**src/rtl/mem_access_stage.sv**
```systemverilog
// Pipeline MEM stage: issues EX loads/stores on a req/ack RAM port, aligns load data, registers WB results.
// Optional MEM_MISALIGN_CHECK_EN: faults misaligned half/word accesses instead of issuing them. DATA_W must be 32.
//
//   state | meaning
//   IDLE  | accept EX; ALU ops retire next edge, memops launch a RAM request
//   BUSY  | RAM request outstanding; upstream held until ram_ack
module mem_access_stage #(
  parameter int ADDR_W = 32,
  parameter int DATA_W = 32
) (
  input  logic              clk,
  input  logic              rst_n,
  input  logic              flush,
  input  logic              ex_valid,
  input  logic              mem_read_flag,
  input  logic              mem_write_flag,
  input  logic              mem_sign_flag,
  input  logic [3:0]        mem_sel,
  input  logic [DATA_W-1:0] mem_write_data,
  input  logic [DATA_W-1:0] ex_result,
  input  logic              reg_write_en_in,
  input  logic [4:0]        reg_write_addr_in,
  input  logic [31:0]       pc_in,
  output logic              stall_req,
  output logic              mem_load_flag,
  output logic              ram_req,
  output logic              ram_we,
  output logic [3:0]        ram_be,
  output logic [ADDR_W-1:0] ram_addr,
  output logic [DATA_W-1:0] ram_wdata,
  input  logic              ram_ack,
  input  logic [DATA_W-1:0] ram_rdata,
  output logic              wb_valid,
  output logic [DATA_W-1:0] wb_result,
  output logic              wb_reg_write_en,
  output logic [4:0]        wb_reg_write_addr,
  output logic [31:0]       wb_pc
`ifdef MEM_MISALIGN_CHECK_EN
  , output logic            misalign_fault
`endif
);

  typedef enum logic {IDLE, BUSY} state_t;

  state_t            state, state_nx;
  logic              take, memop, misalign;
  logic [6:0]        be_wide;
  logic [DATA_W-1:0] wdata_nx, load_sh, load_ext;

  logic              lat_load, lat_sign, lat_rwe;
  logic [3:0]        lat_sel;
  logic [1:0]        lat_off;
  logic [DATA_W-1:0] lat_result;
  logic [4:0]        lat_rwa;
  logic [31:0]       lat_pc;

  assign take    = ex_valid & ~flush;
  assign memop   = mem_read_flag | mem_write_flag;
  assign be_wide = {3'b000, mem_sel} << ex_result[1:0];

`ifdef MEM_MISALIGN_CHECK_EN
  assign misalign = ((mem_sel == 4'b0011) & ex_result[0]) |
                    ((mem_sel == 4'b1111) & (ex_result[1:0] != 2'b00));
`else
  assign misalign = 1'b0;
`endif

  always_comb begin
    wdata_nx = {4{mem_write_data[7:0]}};
    case (mem_sel)
      4'b1111: wdata_nx = mem_write_data;
      4'b0011: wdata_nx = {2{mem_write_data[15:0]}};
      default: wdata_nx = {4{mem_write_data[7:0]}};
    endcase
  end

  // Load lanes come from the latched offset; the word case ignores it.
  assign load_sh = ram_rdata >> {lat_off, 3'b000};
  always_comb begin
    load_ext = {{24{lat_sign & load_sh[7]}}, load_sh[7:0]};
    case (lat_sel)
      4'b1111: load_ext = ram_rdata;
      4'b0011: load_ext = {{16{lat_sign & load_sh[15]}}, load_sh[15:0]};
      default: load_ext = {{24{lat_sign & load_sh[7]}}, load_sh[7:0]};
    endcase
  end

  always_comb begin
    state_nx      = state;
    stall_req     = 1'b0;
    mem_load_flag = 1'b0;
    case (state)
      IDLE: begin
        if (take && memop && !misalign) begin
          stall_req = 1'b1;
          state_nx  = BUSY;
        end
      end
      BUSY: begin
        stall_req     = ~ram_ack;
        mem_load_flag = lat_load;
        if (ram_ack) state_nx = IDLE;
      end
      default: state_nx = IDLE;
    endcase
  end

  always_ff @(posedge clk or negedge rst_n) begin
    if (!rst_n) begin
      state             <= IDLE;
      ram_req           <= 1'b0;
      ram_we            <= 1'b0;
      ram_be            <= '0;
      ram_addr          <= '0;
      ram_wdata         <= '0;
      wb_valid          <= 1'b0;
      wb_result         <= '0;
      wb_reg_write_en   <= 1'b0;
      wb_reg_write_addr <= '0;
      wb_pc             <= '0;
      lat_load          <= 1'b0;
      lat_sign          <= 1'b0;
      lat_rwe           <= 1'b0;
      lat_sel           <= '0;
      lat_off           <= '0;
      lat_result        <= '0;
      lat_rwa           <= '0;
      lat_pc            <= '0;
`ifdef MEM_MISALIGN_CHECK_EN
      misalign_fault    <= 1'b0;
`endif
    end else begin
      state    <= state_nx;
      wb_valid <= 1'b0;
`ifdef MEM_MISALIGN_CHECK_EN
      misalign_fault <= 1'b0;
`endif
      case (state)
        IDLE: begin
          if (take && !memop) begin
            wb_valid          <= 1'b1;
            wb_result         <= ex_result;
            wb_reg_write_en   <= reg_write_en_in;
            wb_reg_write_addr <= reg_write_addr_in;
            wb_pc             <= pc_in;
          end else if (take && misalign) begin
            wb_valid          <= 1'b1;
            wb_result         <= ex_result;
            wb_reg_write_en   <= 1'b0;
            wb_reg_write_addr <= reg_write_addr_in;
            wb_pc             <= pc_in;
`ifdef MEM_MISALIGN_CHECK_EN
            misalign_fault    <= 1'b1;
`endif
          end else if (take) begin
            ram_req    <= 1'b1;
            ram_we     <= mem_write_flag;
            ram_be     <= be_wide[3:0];
            ram_addr   <= {ex_result[ADDR_W-1:2], 2'b00};
            ram_wdata  <= wdata_nx;
            lat_load   <= mem_read_flag & ~mem_write_flag;
            lat_sign   <= mem_sign_flag;
            lat_sel    <= mem_sel;
            lat_off    <= ex_result[1:0];
            lat_result <= ex_result;
            lat_rwe    <= reg_write_en_in;
            lat_rwa    <= reg_write_addr_in;
            lat_pc     <= pc_in;
          end
        end
        BUSY: begin
          if (ram_ack) begin
            ram_req           <= 1'b0;
            wb_valid          <= 1'b1;
            wb_result         <= lat_load ? load_ext : lat_result;
            wb_reg_write_en   <= lat_load & lat_rwe;
            wb_reg_write_addr <= lat_rwa;
            wb_pc             <= lat_pc;
          end
        end
        default: ;
      endcase
    end
  end

endmodule

```
**config.mk**
```make
export PLATFORM = sky130hd
export DESIGN_NAME = mem_access_stage
export DESIGN_NICKNAME = d
export VERILOG_FILES = /design/src/rtl/mem_access_stage.sv
export SDC_FILE = /design/constraint.sdc
export NUM_CORES = 1
export LEC_CHECK = 0
export BUFFER_PORTS_ARGS = -buffer_cell sky130_fd_sc_hd__buf_2
export CAP_MARGIN = 20
export CORE_ASPECT_RATIO = 0.8
export CORE_UTILIZATION = 34
export CTS_CLUSTER_DIAMETER = 80
export DETAILED_ROUTE_END_ITERATION = 10
export PLACE_DENSITY = 0.64
export SKIP_CTS_REPAIR_TIMING = 1
export SLEW_MARGIN = 15
export SYNTH_ARGS = -nofsm -noshare
export SYNTH_HDL_FRONTEND = slang
export SYNTH_SLANG_ARGS = --single-unit
```
**constraint.sdc**
```tcl
create_clock -name clk -period 2.5 [get_ports clk]
set_clock_uncertainty 0.1 [all_clocks]
set_input_delay 0.125 -clock clk [delete_from_list [all_inputs] [get_ports clk]]
set_output_delay 0.125 -clock clk [all_outputs]
set_load 0.01 [all_outputs]
```
==> run summary <==
Across the run, the number of max-cap violations was 0. Setup violations remaining at the end of the flow were counted as 0. In the final routed layout, each cell accounts on average for 17.6 um. The first global-routing pass estimated 44,900 um of wire. The share of the synthesized area in the top cell type is 0.523, and the maximum VDD drop is 0.486 mV.

The final reports fail on hold timing. Summing every instance area after synthesis gives 8890 um2. The tree is rooted in a sky130_fd_sc_hd__clkbuf_16.

STA puts the critical path data required time at 2.28 ns. Sorting the synthesized cells by area gives the leading types as sky130_fd_sc_hd__dfrtp_1 52%, sky130_fd_sc_hd__nand2_1 14%, sky130_fd_sc_hd__mux2i_1 7.3%. Post-detailed-route DRC marker count: 0.

The synthesized area per cell was 9.21 um2. The layout overhead on the synthesized area came out at 40.5%. The finished cells cover 12,500 um2. Number of global-route vias before repair: 7,874. The fraction of final layout cells with drive strength greater than 1 came out at 0.265. The worst-case headroom to the max-slew limit was 0.612; the post-route antenna net violation count was 0. The final count of hold timing violations was 1; the transition time of the tightest slew-check pin was 0.576 ns.

The final RePlAce weighted congestion is 0.891, and the cell area power density is 803 nW/um2. The tools report the total detailed-routing wirelength as 30,000 um. The count of buffers added on input and output ports is 286. Summing over every cut layer, the via total after detailed routing is 8,690.

For the first-pass iteration count of the detailed router, the log shows 5. Most used flip-flop cell after synthesis: sky130_fd_sc_hd__dfrtp_1. The number of buffers on the longest clock path is 2, and the pin count of the biggest net entering global routing is 70.

The tools report the number of antenna violations at the first check in global routing as 2. The mean number of vias per cell is 5.09. Summing all placed instances gives a cell area of 10,700 um2. From bottom edge to top edge, the die measures 147 um. In this run the standard cell core region covers 25,500 um2.

The count of unique library cells instantiated by Yosys is 63. The final clock period utilization by the worst path was 0.939. The tools report the sort of element at the start of the critical path as a flip-flop. Adding up every negative setup slack in the final design gives 0 ns.

The tree built by TritonCTS fans out to 186 sinks. Count of warnings emitted by yosys: 0. Setup repair after global routing left no endpoint under its margin. Summed over all layers, the global routing overflow is 0. The total global-route track usage came out at 0.216. The filler cells instantiated in the layout total 2,433. The H-tree depth is 4, and the number of synthesized flops with an enable pin is 0. In this run the worst path has a maximum fanout of 27. The number of slew-limit violations in the final report came out at 0.

The async set or reset register ratio after synthesis was 1.00. The run gives 289 as the number of top-level pins. The initial cell density of the core is 0.349.

TritonCTS built the clock tree. Worst hold margin: -0.0135 ns. In the synthesized netlist, the number of instances is 965. The final HPWL from detailed placement was 20,900 um. The DRC violation total after the first TritonRoute iteration is 626. The horizontal extent of the die was 183 um; the clock slew at the register clock pins of the worst setup and hold paths was 0.08 ns.

STA classifies the critical path endpoint as a primary output. Data arrives at the worst endpoint at 2.12 ns. The logs give 0.25 ns for the register-to-register setup slack and 0.00609 uW for the static power due to leakage. Class of the tightest hold or removal check: input pin to flip-flop. The achievable clock frequency was 0.426 GHz; the net total in the final layout was 1,486. The tools report the portion of the post-synthesis area used by sequential elements as 0.523. The tools report the number of rows created at floorplan as 52. The critical path is of the flip-flop to primary output type. After layout, the design draws a total of 10,000 uW. In this run, CTS created clock tree buffers numbering 17. The die covers 26,800 um2. The synthesized design contains 186 register bits. For the finished layout, the period the worst path requires is 2.35 ns.

The run finished, with violations left. For the insertion delay of the later-clocked pin in the worst-skew pair, the log shows 0.44 ns. Summed over all instances, the cell type with the most area after synthesis is sky130_fd_sc_hd__dfrtp_1.
## stage by stage
step           cells   util  setup slack (ns)  hold WS [ns]
6_report        1706  0.490             0.154       -0.0135
5_1_grt         1706  0.490           0.00385       0.00254
4_1_cts         1586  0.443             0.148        -0.434
3_5_place_dp    1554  0.421             0.497        0.0346
3_3_place_gp    1554  0.421             0.524        0.0331
2_1_floorplan    966      -             0.524        -0.271
## per-layer routing
layer,global-route usage,part of all wire
met1,0.294,0.44
met4,0.0667,0.021
met5,0,0
met3,0.0606,0.072
met2,0.333,0.47
## area by class of cell
class | instances | area, um2 | share of cell area
Sequential cell | 186 | 4660 | 0.373
Multi-Input combinational cell | 698 | 3900 | 0.312
Inverter | 6 | 22.5 | 0.00180
Clock buffer | 19 | 453 | 0.0363
Timing Repair Buffer | 431 | 2900 | 0.232
Clock inverter | 13 | 118 | 0.00942
Antenna cell | 2 | 5.00 | 0.000401
Tap cell | 351 | 439 | 0.0352
## worst max-delay path: stages, from the launching register on
cell	delay (ns)
sky130_fd_sc_hd__dfrtp_4	0.52
sky130_fd_sc_hd__nor3b_4	0.41
sky130_fd_sc_hd__nand2_4	0.28
sky130_fd_sc_hd__o21ai_1	0.26
sky130_fd_sc_hd__buf_2	0.22
## state kept, by name, summed over array words and instances, names as in the netlist
| signal | cells |
|---|---|
| lat_sign | 1 |
| lat_off | 1 |
| wb_pc | 32 |
| wb_reg_write_addr | 5 |
| state | 1 |
| ram_be | 4 |
| ram_req | 1 |
| ram_we | 1 |
| lat_pc | 32 |
| wb_result | 32 |
| lat_result | 31 |
| wb_valid | 1 |
| wb_reg_write_en | 1 |
| lat_rwe | 1 |
| lat_sel | 4 |
| lat_load | 1 |
| lat_rwa | 5 |
| ram_wdata | 32 |
## path summary, 6_finish.rpt
check                               from              to  cells past startpoint
setup / recovery                   state       stall_req                      4
hold / removal             ram_rdata[30]   wb_result[30]                      3
setup reg to reg                   state       ram_be[0]                      4
hold reg to reg                  lat_rwe         lat_rwe                      2
max in group asynchronous          rst_n  lat_result[19]                      3
min in group asynchronous          rst_n    ram_wdata[2]                      2
## cells in the final DEF (no fill, tap or decap), types with 8 or more instances in the layout
master                          synthesis  final
sky130_fd_sc_hd__nand2_1              339    338
sky130_fd_sc_hd__buf_2                 18    285
sky130_fd_sc_hd__dfrtp_1              186    185
sky130_fd_sc_hd__dlygate4sd3_1          0    118
sky130_fd_sc_hd__mux2i_1               65     65
sky130_fd_sc_hd__o21ai_1               46     46
sky130_fd_sc_hd__a31oi_1               41     41
sky130_fd_sc_hd__nor2_1                35     35
sky130_fd_sc_hd__buf_4                  5     21
sky130_fd_sc_hd__clkbuf_16              0     17
sky130_fd_sc_hd__nand3_1               16     16
sky130_fd_sc_hd__a221oi_1              16     16
sky130_fd_sc_hd__o22a_1                15     15
sky130_fd_sc_hd__a22oi_1               11     11
sky130_fd_sc_hd__o221ai_1              11     11
sky130_fd_sc_hd__a2bb2oi_1             10     10
sky130_fd_sc_hd__o21ai_0                8      8
## cells by family after synthesis
group / count (synthesis) / synth area share
buf+inv: 82 / 0.0409
other cells: 1 / 0.000422
mux: 68 / 0.0782
flops: 186 / 0.523
compound gates: 201 / 0.159
simple gates: 427 / 0.198
## where the power goes
group | internal (uW) | total [uW] | switching [uW]
Sequential | 3790 | 4290 | 504
Combinational | 1320 | 3060 | 1740
Clock | 1440 | 2680 | 1250
Total | 6540 | 10000 | 3490
## cells in the mapped netlist, types with 3 or more instances
master / n
sky130_fd_sc_hd__a211oi_1: 4
sky130_fd_sc_hd__nand3b_1: 4
sky130_fd_sc_hd__o21bai_1: 5
sky130_fd_sc_hd__buf_2: 18
sky130_fd_sc_hd__o221ai_1: 11
sky130_fd_sc_hd__o21ai_1: 46
sky130_fd_sc_hd__o21ai_0: 8
sky130_fd_sc_hd__a31oi_1: 41
sky130_fd_sc_hd__nor4_1: 6
sky130_fd_sc_hd__nand3_1: 16
sky130_fd_sc_hd__a22oi_1: 11
sky130_fd_sc_hd__inv_1: 4
sky130_fd_sc_hd__dfrtp_1: 186
sky130_fd_sc_hd__nand2_1: 339
sky130_fd_sc_hd__mux2i_1: 65
sky130_fd_sc_hd__clkbuf_1: 48
sky130_fd_sc_hd__o22a_1: 15
sky130_fd_sc_hd__o31ai_1: 3
sky130_fd_sc_hd__buf_1: 3
sky130_fd_sc_hd__a41oi_1: 5
sky130_fd_sc_hd__a2bb2oi_1: 10
sky130_fd_sc_hd__o2111ai_1: 3
sky130_fd_sc_hd__buf_4: 5
sky130_fd_sc_hd__nor3_1: 4
sky130_fd_sc_hd__a32oi_1: 3
sky130_fd_sc_hd__a21oi_1: 4
sky130_fd_sc_hd__nor2_1: 35
sky130_fd_sc_hd__nand2b_1: 3
sky130_fd_sc_hd__a221oi_1: 16
sky130_fd_sc_hd__and2_1: 4
Power figures use the tool's default switching activity.
